$ cat src/rtl/iot_event_reporter.sv
// Purpose: turns per-device on/off level changes into a serial stream of change/on_off events.
// Latency: input change before edge k is pending at edge k; earliest change pulse after edge k+1.
// Backpressure: hold=1 stalls grants only; events accumulate, and a toggle that reverts while held cancels.
module iot_event_reporter #(
    parameter int N_DEV = 8,
    parameter int ID_W  = 3
) (
    input  logic             clk,
    input  logic             rst,
    input  logic [N_DEV-1:0] dev_status,
    input  logic             hold,
    output logic             change,
    output logic             on_off,
    output logic [ID_W-1:0]  dev_id,
    output logic             pending,
    output logic [7:0]       cancel_cnt
);

    typedef enum logic [1:0] {
        IDLE     = 2'd0,
        PEND_ON  = 2'd1,
        PEND_OFF = 2'd2
    } dev_state_t;

    logic [N_DEV-1:0] status_q;
    dev_state_t       state_q [N_DEV];
    dev_state_t       state_d [N_DEV];
    logic [ID_W-1:0]  rr_ptr;

    logic [N_DEV-1:0] rise;
    logic [N_DEV-1:0] fall;
    logic [N_DEV-1:0] busy;

    logic             grant_vld;
    logic [ID_W-1:0]  grant_idx;
    logic [ID_W-1:0]  scan_idx;
    logic             grant_on;

    logic [7:0]       cancel_d;
    logic             pending_d;
    int               cancel_sum;
    logic             granted_i;

    assign rise = dev_status & ~status_q;
    assign fall = ~dev_status & status_q;

    // Flag every device that currently holds an unreported event.
    always_comb begin
        busy = '0;
        for (int i = 0; i < N_DEV; i++) begin
            busy[i] = (state_q[i] != IDLE);
        end
    end

    // Round-robin pick: first busy device after the last one granted.
    always_comb begin
        grant_vld = 1'b0;
        grant_idx = '0;
        scan_idx  = '0;
        for (int off = 1; off <= N_DEV; off++) begin
            if (int'(rr_ptr) + off >= N_DEV) begin
                scan_idx = ID_W'(int'(rr_ptr) + off - N_DEV);
            end else begin
                scan_idx = ID_W'(int'(rr_ptr) + off);
            end
            if (!hold && !grant_vld && busy[scan_idx]) begin
                grant_vld = 1'b1;
                grant_idx = scan_idx;
            end
        end
    end

    assign grant_on = (state_q[grant_idx] == PEND_ON);

    // Per-device next state; a granted device keeps any opposite edge seen in the same cycle.
    always_comb begin
        cancel_sum = 0;
        pending_d  = 1'b0;
        granted_i  = 1'b0;
        for (int i = 0; i < N_DEV; i++) begin
            state_d[i] = state_q[i];
            granted_i  = grant_vld && (grant_idx == ID_W'(i));
            case (state_q[i])
                IDLE: begin
                    if (rise[i]) begin
                        state_d[i] = PEND_ON;
                    end else if (fall[i]) begin
                        state_d[i] = PEND_OFF;
                    end
                end
                PEND_ON: begin
                    if (granted_i) begin
                        state_d[i] = fall[i] ? PEND_OFF : IDLE;
                    end else if (fall[i]) begin
                        state_d[i] = IDLE;
                        cancel_sum = cancel_sum + 1;
                    end
                end
                PEND_OFF: begin
                    if (granted_i) begin
                        state_d[i] = rise[i] ? PEND_ON : IDLE;
                    end else if (rise[i]) begin
                        state_d[i] = IDLE;
                        cancel_sum = cancel_sum + 1;
                    end
                end
                default: begin
                    state_d[i] = IDLE;
                end
            endcase
            pending_d = pending_d | (state_d[i] != IDLE);
        end
        if (int'(cancel_cnt) + cancel_sum > 255) begin
            cancel_d = 8'hFF;
        end else begin
            cancel_d = 8'(int'(cancel_cnt) + cancel_sum);
        end
    end

    // State, sampled levels, pointer and registered event outputs.
    always_ff @(posedge clk or negedge rst) begin
        if (!rst) begin
            status_q   <= '0;
            rr_ptr     <= ID_W'(N_DEV - 1);
            change     <= 1'b0;
            on_off     <= 1'b0;
            dev_id     <= '0;
            pending    <= 1'b0;
            cancel_cnt <= '0;
            for (int i = 0; i < N_DEV; i++) begin
                state_q[i] <= IDLE;
            end
        end else begin
            status_q   <= dev_status;
            pending    <= pending_d;
            cancel_cnt <= cancel_d;
            for (int i = 0; i < N_DEV; i++) begin
                state_q[i] <= state_d[i];
            end
            if (grant_vld) begin
                change <= 1'b1;
                on_off <= grant_on;
                dev_id <= grant_idx;
                rr_ptr <= grant_idx;
            end else begin
                change <= 1'b0;
                on_off <= 1'b0;
                dev_id <= '0;
            end
        end
    end

endmodule
$ cat config.mk
export PLATFORM = sky130hd
export DESIGN_NAME = iot_event_reporter
export DESIGN_NICKNAME = d
export VERILOG_FILES = /design/src/rtl/iot_event_reporter.sv
export SDC_FILE = /design/constraint.sdc
export NUM_CORES = 1
export LEC_CHECK = 0
export CELL_PAD_IN_SITES_DETAIL_PLACEMENT = 0
export CELL_PAD_IN_SITES_GLOBAL_PLACEMENT = 1
export CORE_UTILIZATION = 45
export DETAILED_ROUTE_END_ITERATION = 10
export PLACE_DENSITY = 0.87
export SYNTH_ARGS = -nofsm -noshare
export SYNTH_HDL_FRONTEND = slang
export SYNTH_SLANG_ARGS = --single-unit
$ cat constraint.sdc
create_clock -name clk -period 11.86 [get_ports clk]
set_input_delay 1.779 -clock clk [delete_from_list [all_inputs] [get_ports clk]]
set_output_delay 1.779 -clock clk [all_outputs]
set_load 0.05 [all_outputs]
==> impl_metrics.tcl, run 1 <==
set metrics [dict create \
    portBuffers 24 \
    syn_inst 642 \
    clk_path_buf_depth 2 \
    die_h_um 109.3 \
    hold_viol_final 0 \
    synth-seq-cells 41 \
    ys_warn_count 0 \
    grt_antenna_before_repair 0 \
    use_met2_pct 41.87 \
    gp_congestion 0.9466 \
    initial_core_util_pct 46.97 \
    grt_pass1_vias 4649 \
    worstHoldEndpoint "cancel_cnt[0]" \
    critPathKind "in -> reg" \
    synth_area_per_cell_sq_um 8.070 \
    vias 4925 \
    outcome "completed" \
    dp_slack_ps 999.7 \
    fin_ws_ps 1205 \
    arrival_ps 10800 \
    critPathCaptureType "flop" \
    areaGrowthSynthToFinish_pct 9.853 \
    drive_gt1_share_pct 9.422 \
    drt_iter0_drc 257 \
    slew_headroom_pct 34.15 \
    antenna_cells 0 \
    avgRoutedWirePerCell_um 16.74 \
    rsz0062_at_grt "no" \
    cts_setup_buffers 0 \
    cts_root_buffer "clkbuf_16" \
    placed_area_sq_um 5520 \
    fp.coreArea_sq_um 11030 \
    min_path_cells 2 \
    die-area_sq_um 11950 \
    instances_no_fill 798 \
    drc 0 \
    r2r_slack_ps 1290 \
    die_w_um 109.3 \
    first_pass_iters 5 \
    std_cell_rows 38 \
    final_cell_mix "57 x nor2_1, 50 x ha_1, 48 x nand2_1" \
    dpl.hpwl_mm 10.20 \
    ant_nets 0 \
    ys_types 91 \
    clock-sinks 41 \
    final.setup.tns_ps 0 \
    startpoint_type "input port" \
    cts_tree "yes" \
    routed_wl_mm 13.36 \
    setup_viol 0 \
    io_pins 25 \
    synth-main-ff-cell "dfrtp_1" \
    top_usage_layer "met2" \
    clk_pin_slew_worst_paths_ps 60 \
    crit_path_max_incr_delay_ps 610 \
    cap_violations 0 \
    synth-async-reset-ratio_pct 100.0 \
    cp_common_cell "ha_1" \
    rr_startpoint "rr_ptr[0]" \
    cts-buffers-inserted 5 \
    drv_slew 0 \
    netlist_area_sq_um 5181 \
    grt_pass1_wl_mm 21.89 \
    r2r_cells 47 \
    final_area_sq_um 5692 \
    clk_latency_ps 310 \
    fin_skew_ps 10.49 \
    fmax_ghz 0.09385 \
    fin_crit_sh_pct 89.84 \
    grt_overflow 0 \
    grt_usage_pct 23.15 \
    cp_slowest_cell "clkdlybuf4s50_1" \
    hp-class "reg -> reg" \
    critical_path.max_fanout 12 \
    synth_edf_count 0 \
    placed_cells 790 \
    htree_levels 2 \
    min_period_ps 10660 \
    cts_resized 0 \
    worstPathRequired_ps 12000 \
    hold_buffers 0 \
    ys_seq_area_share_pct 19.87 \
    min_from "cancel_cnt[0]" \
    vias_per_cell 6.172 \
    grtUsageMet1_pct 27.96 \
    nets 719 \
    grt_max_degree 42 \
    use_met3_pct 3.023 \
    synth_nets 704 \
    n_fill_cell 1040 \
    final_common_cell "nor2_1" \
    worst_slew_pin_slew_ps 987.7 \
    reg2reg_to "cancel_cnt[4]" \
]
==> routing by layer <==
metal	routed length (um)	vias to the layer above
met2	6657	94
met3	398	18
met4	270	0
met5	0	-
li1	-	2430
met1	6032	2383
==> stage by stage <==
step | util [%] | hold WS [ps]
final | 51.60 | 611.3
after global routing | 51.60 | 658.0
after CTS | 51.60 | 623.6
after detailed placement | 50.05 | 609.5
after global placement | 50.05 | 594.1
after floorplan | - | 562.3
==> kinds of logic (layout without fill, tap and decap cells) <==
group	after synthesis	in the layout	synth area share, %
mux	36	36	9.829
fa+ha+maj	52	52	12.65
simple gates	252	252	25.57
xor+xnor	9	9	1.666
buf+inv	62	78	5.047
flops	41	41	19.87
compound gates	190	190	25.36
==> state kept, by name, summed over array words and instances, names as in the netlist <==
name / flops
change: 1
pending: 1
rr_ptr: 3
cancel_cnt: 8
status_q: 8
dev_id: 3
state_q: 16
on_off: 1
==> area by class of cell <==
| class | instances | area [sq um] | share of cell area [%] |
|---|---|---|---|
| Multi-Input combinational cell | 539 | 3890 | 68.34 |
| Sequential cell | 41 | 1030 | 18.09 |
| Timing Repair Buffer | 28 | 265.3 | 4.660 |
| Tap cell | 140 | 175.2 | 3.078 |
| Inverter | 42 | 160.2 | 2.814 |
| Clock buffer | 5 | 125.1 | 2.198 |
| Clock inverter | 3 | 46.29 | 0.8134 |
==> cell usage after synthesis (4+ instances only) <==
master,instances,area (sq um)
nand2_1,48,180.2
o21a_1,8,60.06
nor3_1,12,60.06
a31oi_1,17,106.4
a22o_1,6,52.55
buf_2,8,40.04
nand4_1,5,31.28
dfrtp_1,38,950.9
o22ai_1,5,31.28
mux2_2,12,135.1
or3_1,10,62.56
mux4_2,10,225.2
nand2b_1,19,118.9
mux2i_1,12,120.1
nor2b_1,20,125.1
and3_1,11,68.82
nor4_1,6,37.54
a21oi_1,42,210.2
nor2_1,57,214.0
o21ai_0,37,185.2
inv_1,40,150.1
ha_1,50,625.6
a22oi_1,7,52.55
o211ai_1,4,30.03
a21o_1,7,52.55
xnor2_1,5,43.79
nand3_1,31,155.2
and2_1,6,37.54
clkbuf_1,7,26.28
==> how the worst max path moves through the flow <==
stage | slack (ps) | endpoint | from | cells past startpoint
detailed placement | 1000 | cancel_cnt[4] | hold | 44
floorplan | 2120 | cancel_cnt[2] | hold | 40
CTS | 1260 | cancel_cnt[4] | hold | 41
global route | 520 | cancel_cnt[4] | rr_ptr[0] | 47
global placement | 1270 | cancel_cnt[2] | hold | 44
finish | 1200 | cancel_cnt[4] | hold | 44
==> critical path, delay by kind of cell <==
kind | cells | cell delay (ps)
AOI/OAI and AO/OA | 15 | 3070
xor gates and xnor gates | 1 | 170
adders and majority gates | 6 | 1780
buffers and inverters | 6 | 1270
muxes | 1 | 240
and+or+nand+nor | 15 | 2490
Power of run 1 is left out: the tool's default activity adds up to more than one toggle a clock period on the data nets, which glitch-free logic cannot reach.
==> run 2: changes to the inputs <==
Settings changed: CORE_UTILIZATION 45 to 43, HOLD_SLACK_MARGIN from default to 0.08.
Clock period 11.86 ns to 9.7 ns, I/O delays scaled along.
==> run 2 against run 1 <==
The flow now finishes with violations (DRC). Non-clock buffer count increased by 14. Wire length increased by 2.3%. Register-to-register slack got worse by 700 ps.
==> impl_metrics.tcl, run 2 (same netlist as run 1, synthesis figures left out) <==
set metrics [dict create \
    slew_headroom_pct 35.40 \
    first_pass_iters 8 \
    hold_buffers 0 \
    routed_wl_mm 13.66 \
    die_h_um 111.8 \
    drv_slew 0 \
    worstPathRequired_ps 9880 \
    grt_overflow 0 \
    die-area_sq_um 12490 \
    io_pins 25 \
    critPathKind "reg -> reg" \
    cts_tree "yes" \
    cts-buffers-inserted 5 \
    placed_area_sq_um 5599 \
    dpl.hpwl_mm 10.44 \
    placed_cells 803 \
    avgRoutedWirePerCell_um 16.76 \
    rr_startpoint "state_q[10]" \
    grt_pass1_wl_mm 22.12 \
    clk_path_buf_depth 2 \
    cp_common_cell "ha_1" \
    std_cell_rows 39 \
    cp_slowest_cell "dfrtp_1" \
    clk_pin_slew_worst_paths_ps 60 \
    worst_slew_pin_slew_ps 968.9 \
    final_area_sq_um 5912 \
    clk_latency_ps 300 \
    startpoint_type "flop" \
    violations "DRC" \
    hp-class "reg -> reg" \
    final_cell_mix "56 x nor2_1, 48 x nand2_1, 42 x a21oi_1" \
    vias 4993 \
    gp_congestion 0.8840 \
    critical_path.max_fanout 8 \
    areaGrowthSynthToFinish_pct 14.10 \
    nets 733 \
    critPathCaptureType "flop" \
    grt_pass1_vias 4741 \
    min_period_ps 9112 \
    n_fill_cell 1060 \
    die_w_um 111.8 \
    outcome "finished, violations left" \
    fin_util_pct 51.12 \
    drc 1 \
    drt_iter0_drc 362 \
    ant_nets 0 \
    initial_core_util_pct 44.80 \
    arrival_ps 9290 \
    grt_max_degree 42 \
    setup_viol 0 \
    instances_no_fill 815 \
    largest_reg_flops 16 \
    antenna_cells 0 \
    reg_top3 "state_q (16), cancel_cnt (8), status_q (8)" \
    grt_usage_pct 21.65 \
    min_from "cancel_cnt[0]" \
    final_common_cell "nor2_1" \
    cap_violations 0 \
    fin_skew_ps 4.521 \
    htree_levels 2 \
    regMostFlops "state_q" \
    portBuffers 24 \
    clock-sinks 41 \
    grt_antenna_before_repair 0 \
    fmax_ghz 0.1097 \
    crit_path_start "state_q[10]" \
    fin_crit_sh_pct 93.94 \
    crit_path_max_incr_delay_ps 460 \
    hold_viol_final 0 \
    vias_per_cell 6.126 \
    fp.coreArea_sq_um 11560 \
    cts_root_buffer "clkbuf_16" \
    drive_gt1_share_pct 14.29 \
    final.setup.tns_ps 0 \
]
## run 2: cell types whose count changed in the layout (fill, tap and decap cells not counted), sizes merged
| cell | delta |
|---|---|
| clkdlybuf4s50 | -1 |
| bufinv | -1 |
| buf | +14 |
| dlymetal6s2s | +1 |
| clkinvlp | +2 |
| clkinv | -1 |
## run 2: layout make-up
| cell class | count | area, sq um | area share [%] |
|---|---|---|---|
| Sequential cell | 41 | 1033 | 17.48 |
| Clock inverter | 3 | 22.52 | 0.3810 |
| Tap cell | 143 | 178.9 | 3.026 |
| Multi-Input combinational cell | 539 | 4011 | 67.85 |
| Inverter | 42 | 160.2 | 2.709 |
| Clock buffer | 5 | 125.1 | 2.116 |
| Timing Repair Buffer | 42 | 380.4 | 6.434 |
## run 2: critical path: cells and delay by family (launching register included)
family | cells | cell delay [ps]
buffers and inverters | 4 | 480
adder cells (fa/ha/maj) | 9 | 2620
AND/OR/NAND/NOR | 10 | 1460
AO/OA/AOI/OAI | 16 | 2910
flip-flops | 1 | 460
multiplexers | 3 | 1050
## run 2: worst paths after layout
| path | slack, ps | endpoint | depth (start not counted) |
|---|---|---|---|
| max in group asynchronous | 7730 | state_q[14] | 1 |
| min reg2reg | 620 | cancel_cnt[0] | 2 |
| min | 620 | cancel_cnt[0] | 2 |
| min in group asynchronous | 1320 | state_q[8] | 1 |
| max | 590 | cancel_cnt[4] | 42 |
| max reg2reg | 590 | cancel_cnt[4] | 42 |
## run 2: timing repair
item                       in CTS  in global routing
setup endpoints to repair       0                  8
resized for setup               0                 31
buffers inserted                0                  4
## run 2: through the flow
step                setup slack, ps  hold WS, ps
CTS                           196.6        571.7
floorplan                     72.08        562.3
detailed placement           -63.18        558.8
global placement              171.9        544.3
global route                 -5.549        653.4
finish                        588.1        616.9
## run 2: routing by layer
metal	track usage (%)	routed length, um
met1	27.51	6282
met2	38.34	6712
met3	2.014	457
met4	7.297	210
met5	0	0
Power of run 2 is left out for the same reason.
